[src/rtl/bcd_formatter.sv]
// bcd_formatter: sequential binary-to-decimal formatter for the 8-digit
// 7-segment display driver. Accepts a value and a decimal-point mask over
// in_valid/in_ready, converts with iterative double-dabble (one bit per cycle)
// and registers per-digit vld/digits/dots for the driver.
//
// Build option: define BCD_FORMATTER_BLANK_EN for leading-zero blanking;
// without it every non-overflow update shows all eight digits.
module bcd_formatter #(
  parameter int WIDTH = 32
) (
  input  logic             clk,
  input  logic             rst,
  input  logic             in_valid,
  output logic             in_ready,
  input  logic [WIDTH-1:0] in_value,
  input  logic [7:0]       in_dots,
  output logic [7:0]       vld,
  output logic [3:0]       digits [8],
  output logic [7:0]       dots,
  output logic             upd
);

  localparam int CW = $clog2(WIDTH + 1);

  typedef enum logic [1:0] {IDLE, CONV, DONE} state_t;

  state_t           state_reg, state_next;
  logic [CW-1:0]    cnt_reg;
  logic [WIDTH-1:0] bin_reg;
  logic [39:0]      bcd_reg;
  logic [7:0]       dots_hold_reg;

  // Nibbles 0..8 get the add-3 correction. Nibble 9 can never reach 5 for a
  // 32-bit input (max 4294967295), so it is only shifted.
  logic [35:0]      bcd_adj;
  logic             accept;
  logic             last_shift;
  logic             overflow;
  logic [3:0]       dig_new [8];
  logic [7:0]       vld_new;
  logic [7:0]       lit;

  assign in_ready   = (state_reg == IDLE);
  assign accept     = in_valid & in_ready;
  assign last_shift = (cnt_reg == CW'(WIDTH - 1));
  assign overflow   = |bcd_reg[39:32];

  genvar gi;
  generate
    for (gi = 0; gi < 9; gi++) begin : g_adj
      assign bcd_adj[gi*4 +: 4] = (bcd_reg[gi*4 +: 4] >= 4'd5) ?
                                  bcd_reg[gi*4 +: 4] + 4'd3 :
                                  bcd_reg[gi*4 +: 4];
    end
    for (gi = 0; gi < 8; gi++) begin : g_dig
      assign dig_new[gi] = overflow ? 4'hE : bcd_reg[gi*4 +: 4];
      // Digit gi is lit if it or any more significant digit is nonzero, or a
      // point at or above it is set.
      assign lit[gi] = (|bcd_reg[31:gi*4]) | (|dots_hold_reg[7:gi]);
    end
  endgenerate

`ifdef BCD_FORMATTER_BLANK_EN
  assign vld_new = overflow ? 8'hFF : {lit[7:1], 1'b1};
`else
  assign vld_new = 8'hFF;
`endif

  // State register.
  always_ff @(posedge clk) begin
    if (rst) state_reg <= IDLE;
    else     state_reg <= state_next;
  end

  // Next-state logic: IDLE -> CONV for WIDTH cycles -> DONE for one cycle.
  always_comb begin
    state_next = state_reg;
    case (state_reg)
      IDLE:    if (accept) state_next = CONV;
      CONV:    if (last_shift) state_next = DONE;
      DONE:    state_next = IDLE;
      default: state_next = IDLE;
    endcase
  end

  // Conversion datapath: capture on accept, then correct-and-shift each CONV cycle.
  always_ff @(posedge clk) begin
    if (rst) begin
      cnt_reg       <= '0;
      bin_reg       <= '0;
      bcd_reg       <= '0;
      dots_hold_reg <= '0;
    end else begin
      case (state_reg)
        IDLE: begin
          if (accept) begin
            cnt_reg       <= '0;
            bin_reg       <= in_value;
            bcd_reg       <= '0;
            dots_hold_reg <= in_dots;
          end
        end
        CONV: begin
          bcd_reg <= {bcd_reg[38:36], bcd_adj, bin_reg[WIDTH-1]};
          bin_reg <= bin_reg << 1;
          cnt_reg <= cnt_reg + 1'b1;
        end
        default: ;
      endcase
    end
  end

  // Output registers: loaded once in DONE together with the upd pulse.
  always_ff @(posedge clk) begin
    if (rst) begin
      vld  <= 8'h00;
      dots <= 8'h00;
      upd  <= 1'b0;
      for (int i = 0; i < 8; i++) digits[i] <= 4'h0;
    end else begin
      upd <= 1'b0;
      if (state_reg == DONE) begin
        upd  <= 1'b1;
        vld  <= vld_new;
        dots <= dots_hold_reg;
        for (int i = 0; i < 8; i++) digits[i] <= dig_new[i];
      end
    end
  end

endmodule

[config.mk]
export PLATFORM = sky130hd
export DESIGN_NAME = bcd_formatter
export DESIGN_NICKNAME = d
export VERILOG_FILES = /design/src/rtl/bcd_formatter.sv
export SDC_FILE = /design/constraint.sdc
export NUM_CORES = 1
export LEC_CHECK = 0
export ABC_CLOCK_PERIOD_IN_PS = 4300
export BUFFER_PORTS_ARGS = -buffer_cell sky130_fd_sc_hd__buf_4
export CORE_ASPECT_RATIO = 1.2
export CORE_MARGIN = 4
export CORE_UTILIZATION = 45
export CTS_BUF_LIST = sky130_fd_sc_hd__clkbuf_16
export DETAILED_ROUTE_END_ITERATION = 16
export PLACE_DENSITY = 0.66
export SLEW_MARGIN = 5
export SYNTH_ARGS = -nofsm -noshare
export SYNTH_HDL_FRONTEND = slang
export SYNTH_SLANG_ARGS = --single-unit
[constraint.sdc]
create_clock -name clk -period 4.3 [get_ports clk]
set_input_delay 1.075 -clock clk [delete_from_list [all_inputs] [get_ports clk]]
set_output_delay 1.075 -clock clk [all_outputs]
set_load 0.02 [all_outputs]
==> impl_metrics.yaml, run 1 <==
grt:
  grt_max_degree: 105
  overflow: 0
  grt_pass1_wl_mm: 21.5
  antenna_found_initial: 0
  grt_pass1_vias: 4651
  track_usage_pct: 19.0
logic_synthesis:
  synth.yosys.seq_area_share_pct: 46.9
  synth-edff-count: 0
  synth_top_area_share_pct: 46.9
  synth.area.top_cells: "dfxtp_1 47%, nor2_1 9.4%, ha_1 4.5%"
  syn-cell-area_um2: 5540
  ys_types: 39
  synth-async-reset-ratio_pct: 0
  ys_ff_latch: 130
  syn_inst: 663
  avgSynthCellArea_um2: 8.36
  yosysWarnings: 0
  synth_ff_type: "dfxtp_1"
  synth_area_leader_cell: "dfxtp_1"
  synth.net_count: 726
timing:
  maxSlewHeadroom_pct: 29.8
  finalHoldViolCount: 0
  fin_crit_ns: 2.41
  finalSetupViolCount: 0
  tightest_slew_ns: 1.05
  rsz0062_at_grt: "false"
  finalClockSkew_ns: 0.00493
  post-route-period-util_pct: 56.1
  max_freq_ghz: 0.415
  setup_tns_ns: 0
  drv_slew: 0
clocking:
  cts_hold_buf: 0
  clkSinkCount: 130
  cts-root-buf: "clkbuf_16"
  cts_inserted_buffers: 17
  post_cts_buffers: 0
  clk_pin_slew_ns: 0.06
  clk_latency_ns: 0.41
  cts-htree-levels: 4
  cts_resized: 0
  clockBufferDepth: 2
  tritoncts: "built"
die:
  die_h_um: 130
  rows: 44
  top_level_ports: 93
  initial_core_util_pct: 46.0
  core_area_um2: 12100
  die_x_um: 109
  die-area_um2: 14200
route:
  drt-initial-drc-count: 172
  via_count: 4696
  avgViaCountPerCell: 5.21
  drc: 0
  wl_mm: 12.8
  firstDrtPassIters: 4
  routedWlPerCell_um: 14.2
  antenna_left: 0
setup_path:
  cp_slowest_cell: "buf_4"
  cp.required_ns: 4.60
  cpMostUsedCell: "buf_4"
  r2r-end: "bcd_reg[21]"
  rr_worst_depth: 4
  worst_setup_path_end_kind: "flop"
  max_stage_delay_ns: 0.77
  worstPathMaxFanout: 104
  cp.arrival_ns: 2.71
  timing.rr.start: "state_reg[0]"
  regToRegSetupSlack_ns: 2.30
  worst-setup-path-type: "in -> reg"
  worstPathCellList: "buf_4 -> nor2_2 -> buf_4 -> a22o_1"
  startpoint_type: "primary input"
place:
  place_hpwl_mm: 8.33
  io_buffers: 92
  place.gp.congestion: 0.764
  post_dp_cell_area_um2: 6210
power_and_ir_drop:
  ir_drop_v: 0.000281
  power_uw: 3100
  leakage_uw: 0.00284
  power.density_nw_per_um2: 449
layout:
  mostFrequentLayoutCells: "138 x nor2_1, 130 x dfxtp_1, 98 x buf_4"
  drive_gt1_share_pct: 18.2
  finish.net_count: 790
  diodes: 0
  finalInstanceArea_um2: 6900
  area_delta_synth_final_pct: 24.5
  utilization_pct: 57.2
  final_common_cell: "nor2_1"
  largest_reg_flops: 40
run:
  maxCapViolCount: 0
min_path:
  hold_depth: 2
  min_path_type: "reg -> reg"
  min_to: "dots[7]"
  holdCritStartpoint: "dots_hold_reg[7]"
run_status:
  run_status: "finished clean"
-- per-layer routing --
metal / vias to the layer above / track usage, % / wire, um
met4: 0 / 7.12 / 167
met3: 15 / 4.83 / 456
li1: 2392 / - / -
met5: - / 0 / 0
met1: 2210 / 22.1 / 5620
met2: 79 / 33.3 / 6560
-- kinds of logic after synthesis --
logic type	count (synthesis)	share of synthesized area, %
xor gates and xnor gates	18	2.84
buffers and inverters	72	6.21
adders and majority gates	20	4.51
muxes	9	1.62
and+or+nand+nor	301	24.7
AOI/OAI and AO/OA	113	13.2
DFF	130	46.9
-- layout make-up --
class                   count  area [um2]
fillers                  1130        5160
multi-input cells         461        2600
inverters                  19        71.3
repair buffers             98         736
flip-flops and latches    130        2600
clock buffers              17         425
well taps                 161         201
clock inverters            15         264
-- synthesized netlist by cell type, types with 20 or more instances --
| cell | number |
|---|---|
| buf_2 | 20 |
| clkbuf_1 | 20 |
| nand3_1 | 20 |
| nor2_1 | 139 |
| a22o_1 | 27 |
| nand2_1 | 45 |
| nor4_1 | 29 |
| dfxtp_1 | 130 |
| a21oi_1 | 48 |
| nor3_1 | 43 |
| ha_1 | 20 |
-- worst max-delay path by stage --
stage	startpoint	to	cells past startpoint
floorplan	rst	bin_reg[31]	4
global placement	rst	bcd_reg[10]	4
detailed placement	rst	bcd_reg[21]	4
CTS	rst	bcd_reg[21]	4
global route	rst	bcd_reg[13]	4
finish	rst	bcd_reg[21]	4
-- per-stage QoR --
| step | worst slack [ns] | std cells | hold slack [ns] |
|---|---|---|---|
| after floorplan | 2.24 | 663 | 0.428 |
| after global placement | 1.48 | 869 | 0.438 |
| after detailed placement | 1.44 | 869 | 0.447 |
| after CTS | 1.87 | 901 | 0.451 |
| after global routing | 1.73 | 901 | 0.466 |
| final | 1.89 | 901 | 0.450 |
-- critical path: cells and delay by family --
family,cells,cell delay [ns]
buffers and inverters,2,1.06
AND/OR/NAND/NOR,1,0.32
AO/OA/AOI/OAI,1,0.21
-- where the power goes --
part,internal (uW),switching [uW]
sequential,1240,20.2
combinational,64.2,102
clock,1140,527
No activity file was read; power rests on OpenSTA's default activity.
==> inputs of run 2 (changes only) <==
--- a/config.mk
+++ b/config.mk
@@ -5,7 +5,7 @@
 export SDC_FILE = /design/constraint.sdc
 export NUM_CORES = 1
 export LEC_CHECK = 0
-export ABC_CLOCK_PERIOD_IN_PS = 4300
+export ABC_CLOCK_PERIOD_IN_PS = 2500
 export BUFFER_PORTS_ARGS = -buffer_cell sky130_fd_sc_hd__buf_4
 export CORE_ASPECT_RATIO = 1.2
 export CORE_MARGIN = 4
==> constraint.sdc (replaced) <==
create_clock -name clk -period 2.5 [get_ports clk]
set_input_delay 0.625 -clock clk [delete_from_list [all_inputs] [get_ports clk]]
set_output_delay 0.625 -clock clk [all_outputs]
set_load 0.02 [all_outputs]
==> impl_metrics.yaml, run 2 (synthesized netlist as in run 1, its figures left out) <==
run:
  maxCapViolCount: 0
place:
  place.gp.congestion: 0.741
  place_hpwl_mm: 8.26
  io_buffers: 92
  place_ws_ns: 0.708
setup_path:
  regToRegSetupSlack_ns: 0.74
  worst_setup_path_end_kind: "primary output"
  cp_slowest_cell: "dfxtp_1"
  rr_worst_depth: 6
  worst-setup-path-type: "reg -> out"
  worstPathMaxFanout: 9
  max_stage_delay_ns: 0.39
  cp.required_ns: 1.88
  timing.rr.start: "bcd_reg[33]"
  cp.arrival_ns: 1.25
  startpoint_type: "flop"
  worstPathCellList: "nor2_1 -> buf_4"
  r2r-end: "digits[26]"
timing:
  max_freq_ghz: 0.533
  fin_crit_ns: 1.88
  finalHoldViolCount: 0
  tightest_slew_ns: 0.654
  fin_ws_ns: 0.625
  rsz0062_at_grt: "false"
  setup_tns_ns: 0
  maxSlewHeadroom_pct: 56.3
  fin_hold_ws_ns: 0.452
  post-route-period-util_pct: 75.0
  finalClockSkew_ns: 0.00671
  drv_slew: 0
  finalSetupViolCount: 0
grt:
  track_usage_pct: 19.2
  grt_pass1_vias: 4820
  grt_max_degree: 50
  antenna_found_initial: 0
  overflow: 0
  grt_pass1_wl_mm: 21.8
power_and_ir_drop:
  pwr-share-seq_pct: 45.5
  power.density_nw_per_um2: 701
  p_switching_uw: 1080
  combPwrFrac_pct: 6.2
  p_clk_share_pct: 48.3
  intPower_uw: 3690
  power.share.switching_pct: 22.7
  leakage_uw: 0.00280
  ir_drop_v: 0.000443
layout:
  finish.net_count: 794
  mostFrequentLayoutCells: "138 x nor2_1, 130 x dfxtp_1, 101 x buf_4"
  diodes: 0
  seqCellArea_um2: 2600
  drive_gt1_share_pct: 18.0
  nFillCells: 1128
  final_common_cell: "nor2_1"
  multi_input_area_um2: 2600
  largest_reg_flops: 40
  area_delta_synth_final_pct: 22.7
clocking:
  cts_inserted_buffers: 17
  tritoncts: "built"
  clk_pin_slew_ns: 0.05
  cts-root-buf: "clkbuf_16"
  cts_resized: 0
  cts_hold_buf: 0
  clockBufferDepth: 2
  clkSinkCount: 130
  post_cts_buffers: 0
  cts-htree-levels: 4
  clk_latency_ns: 0.42
die:
  top_level_ports: 93
  core_area_um2: 12100
  initial_core_util_pct: 46.0
  die-area_um2: 14200
  die_x_um: 109
  die_h_um: 130
  rows: 44
route:
  antenna_left: 0
  firstDrtPassIters: 4
  routedWlPerCell_um: 14.1
  wl_mm: 12.8
  avgViaCountPerCell: 5.19
  via_count: 4695
  drc: 0
  drt-initial-drc-count: 202
min_path:
  hold_depth: 2
  holdCritStartpoint: "digits[12]"
  min_to: "digits[12]"
  min_path_type: "reg -> reg"
run_status:
  run_status: "finished clean"
[run 2: cell count changes in the layout (fill, tap and decap cells not counted), sizes merged]
cell | before | now
buf | 98 | 102
bufinv | 7 | 2
clkinv | 5 | 10
[run 2: critical path, delay by kind of cell, from the launching register on]
kind / cells / cell delay, ns
DFF: 1 / 0.39
and+or+nand+nor: 1 / 0.25
buffers and inverters: 1 / 0.19
[run 2: worst max path at each step]
stage                 start           to  slack (ns)  cells past startpoint
3_5_place_dp    bcd_reg[33]   digits[18]        0.71                      6
2_1_floorplan           rst  bin_reg[31]        0.89                      4
6_report       state_reg[0]     in_ready        0.62                      2
3_3_place_gp    bcd_reg[32]   digits[23]        0.77                      6
4_1_cts        state_reg[0]     in_ready        0.62                      2
5_1_grt         bcd_reg[33]   digits[23]        0.48                      6
[run 2: metrics by stage]
stage	power [uW]	instances	instance area [um2]	utilization, %
floorplan	2410	663	5540	-
global placement	2500	873	6250	51.9
detailed placement	2510	873	6250	51.9
CTS	4810	905	6800	56.4
global route	4950	905	6800	56.4
finish	4770	905	6800	56.4
[run 2: power by group through the flow]
stage	Combinational (uW)	Clock, uW	Sequential (uW)
after global routing	332	2440	2180
after global placement	290	0	2210
after CTS	298	2340	2170
final	294	2300	2170
after floorplan	203	0	2200
after detailed placement	297	0	2210
[run 2: cell type report]
class,instances,share of cell area (%)
well taps,161,2.96
clock inverters,15,1.84
flip-flops and latches,130,38.2
clock buffers,17,6.25
repair buffers,102,11.4
multi-input cells,461,38.2
inverters,19,1.05
[run 2: per-layer routing]
layer / vias to the layer above / track usage, % / share of wire (%)
met3: 11 / 5.28 / 4.2
met1: 2197 / 22.4 / 44
met5: - / 0 / 0
met2: 80 / 34.1 / 51
li1: 2407 / - / -
met4: 0 / 5.87 / 1.1
==> inputs of run 3 (changes only) <==
--- a/config.mk
+++ b/config.mk
@@ -5,7 +5,8 @@
 export SDC_FILE = /design/constraint.sdc
 export NUM_CORES = 1
 export LEC_CHECK = 0
-export ABC_CLOCK_PERIOD_IN_PS = 2500
+export ABC_AREA = 1
+export ABC_CLOCK_PERIOD_IN_PS = 1900
 export BUFFER_PORTS_ARGS = -buffer_cell sky130_fd_sc_hd__buf_4
 export CORE_ASPECT_RATIO = 1.2
 export CORE_MARGIN = 4
==> constraint.sdc (replaced) <==
create_clock -name clk -period 1.9 [get_ports clk]
set_input_delay 0.475 -clock clk [delete_from_list [all_inputs] [get_ports clk]]
set_output_delay 0.475 -clock clk [all_outputs]
set_load 0.02 [all_outputs]
==> impl_metrics.yaml, run 3 <==
run_status:
  run_status: "finished clean"
logic_synthesis:
  synthSimpleGateAreaFrac_pct: 23.3
  synth.area.top_cells: "dfxtp_1 43%, nand2_1 9.5%, a21oi_1 7.0%"
  syn_inst: 825
  synth_compound_area_share_pct: 19.2
  synth_area_leader_cell: "dfxtp_1"
  yosysWarnings: 0
  synth_xor_area_share_pct: 0
  ys_ff_latch: 130
  ys_types: 31
  syn-cell-area_um2: 6010
  synth_top_area_share_pct: 43.3
  avgSynthCellArea_um2: 7.29
  synth-edff-count: 0
  synth.most_common_cell: "nand2_1"
  synth_ff_type: "dfxtp_1"
  yosys-top-cells-count: "152 x nand2_1, 130 x dfxtp_1, 104 x nor2_1, 86 x inv_1, 84 x a21oi_1"
  synth.net_count: 888
  synth-async-reset-ratio_pct: 0
  synth_top_family_by_area: "simple AND/OR/NAND/NOR gates"
  muxShareOfSynthArea_pct: 0
  yosys.area_share.adder_pct: 4.16
  synth.yosys.seq_area_share_pct: 43.3
timing:
  finalSetupViolCount: 0
  setup_tns_ns: 0
  maxSlewHeadroom_pct: 64.1
  finalClockSkew_ns: 0.00719
  fin_hold_ws_ns: 0.320
  drv_slew: 0
  finalHoldViolCount: 0
  tightest_slew_ns: 0.539
  post-route-period-util_pct: 84.1
  rsz0062_at_grt: "false"
  max_freq_ghz: 0.626
  fin_ws_ns: 0.302
  fin_crit_ns: 1.60
route:
  via_count: 5525
  highest-signal-layer: "met4"
  wl_mm: 14.0
  drt-initial-drc-count: 330
  avgViaCountPerCell: 5.11
  antenna_left: 0
  drc: 0
  met3_length_um: 853
  routedWlPerCell_um: 12.9
  wl_met1_mm: 6.19
  met2_length_mm: 6.61
  firstDrtPassIters: 4
die:
  core_area_um2: 13200
  die-area_um2: 15300
  initial_core_util_pct: 45.6
  rows: 46
  die_x_um: 114
  die_h_um: 135
  top_level_ports: 93
setup_path:
  crit_start: "state_reg[0]"
  crit_end: "in_ready"
  max_stage_delay_ns: 0.45
  startpoint_type: "flop"
  path_buf_inv: 1
  cp.required_ns: 1.42
  rr_worst_depth: 5
  r2r-end: "bin_reg[27]"
  worst_setup_path_end_kind: "primary output"
  cp.depth: 2
  worstPathMaxFanout: 4
  timing.rr.start: "state_reg[0]"
  cp_slowest_cell: "dfxtp_1"
  worstPathCellList: "nor2_1 -> buf_4"
  cp.arrival_ns: 1.12
  crit_family: "flip-flops"
  worst-setup-path-type: "reg -> out"
  regToRegSetupSlack_ns: 0.36
layout:
  utilization_pct: 56.4
  final_common_cell: "nand2_1"
  drive_gt1_share_pct: 16.6
  finalInstanceArea_um2: 7430
  diodes: 0
  mostFrequentLayoutCells: "152 x nand2_1, 130 x dfxtp_1, 104 x buf_4"
  largest_reg_flops: 40
  area_delta_synth_final_pct: 23.6
  finish.net_count: 963
place:
  io_buffers: 92
  place.gp.congestion: 0.807
  place_ws_ns: 0.277
  post_dp_cell_area_um2: 6840
  place_hpwl_mm: 9.13
power_and_ir_drop:
  ir_drop_v: 0.000558
  power.density_nw_per_um2: 881
  leakage_uw: 0.00333
clocking:
  clockBufferDepth: 2
  clk_latency_ns: 0.41
  cts-htree-levels: 4
  post_cts_buffers: 0
  cts_hold_buf: 0
  clkSinkCount: 130
  cts-root-buf: "clkbuf_16"
  clk_pin_slew_ns: 0.05
  cts_resized: 0
  cts_inserted_buffers: 17
  tritoncts: "built"
grt:
  grt_pass1_wl_mm: 24.0
  grt_pass1_vias: 5230
  overflow: 0
  antenna_found_initial: 0
  track_usage_pct: 19.0
  grt_max_degree: 77
run:
  maxCapViolCount: 0
min_path:
  min_path_type: "in -> reg"
[run 3: cell types whose count changed after synthesis, moves of 35 or more]
| cell | before | now |
|---|---|---|
| a21oi_1 | 48 | 84 |
| inv_1 | 19 | 86 |
| nand2_1 | 45 | 152 |
| nor2_1 | 139 | 104 |
| nor3_1 | 43 | 1 |
| o211ai_1 | 1 | 38 |
| o21ai_0 | 19 | 61 |
[run 3: final cells by class]
class,instances,area (um2)
Clock buffer,17,425
Clock inverter,15,174
Fill cell,1288,5750
Inverter,89,334
Multi-Input combinational cell,554,2830
Sequential cell,130,2600
Tap cell,168,210
Timing Repair Buffer,108,861
[run 3: worst min-delay path by stage]
stage	startpoint	end	slack, ns	depth (start not counted)
after global placement	bin_reg[30]	bin_reg[30]	0.43	2
after CTS	in_dots[6]	dots_hold_reg[6]	0.31	3
final	in_dots[0]	dots_hold_reg[0]	0.32	3
after global routing	in_dots[2]	dots_hold_reg[2]	0.33	3
after floorplan	bin_reg[30]	bin_reg[30]	0.42	2
after detailed placement	bin_reg[22]	bin_reg[22]	0.44	2
[run 3: logic make-up after synthesis]
family                     Yosys count
and+or+nand+nor                    333
AOI/OAI and AO/OA                  201
buffers and inverters              141
DFF                                130
adders and majority gates           20
[run 3: routing by layer]
metal,vias up,GRT usage [%]
li1,2868,-
met1,2487,24.0
met2,144,31.0
met3,26,4.53
met4,0,8.02
met5,-,0
[run 3: metrics by stage]
stage                     power [uW]  std cells
after global placement          3290       1049
after global routing            6770       1081
after floorplan                 3130        825
after detailed placement        3300       1049
final                           6550       1081
after CTS                       6600       1081
[run 3: where the power goes]
part | leakage (uW) | switching [uW] | internal (uW)
clock network | 0.000289 | 1160 | 2160
logic | 0.00198 | 238 | 160
registers | 0.00106 | 28.5 | 2810
total | 0.00333 | 1420 | 5120
[run 3: tightest hold or removal path, cell delays in order]
cell,delay [ns]
buf_4,0.07
o21ai_0,0.07
nor2_1,0.08
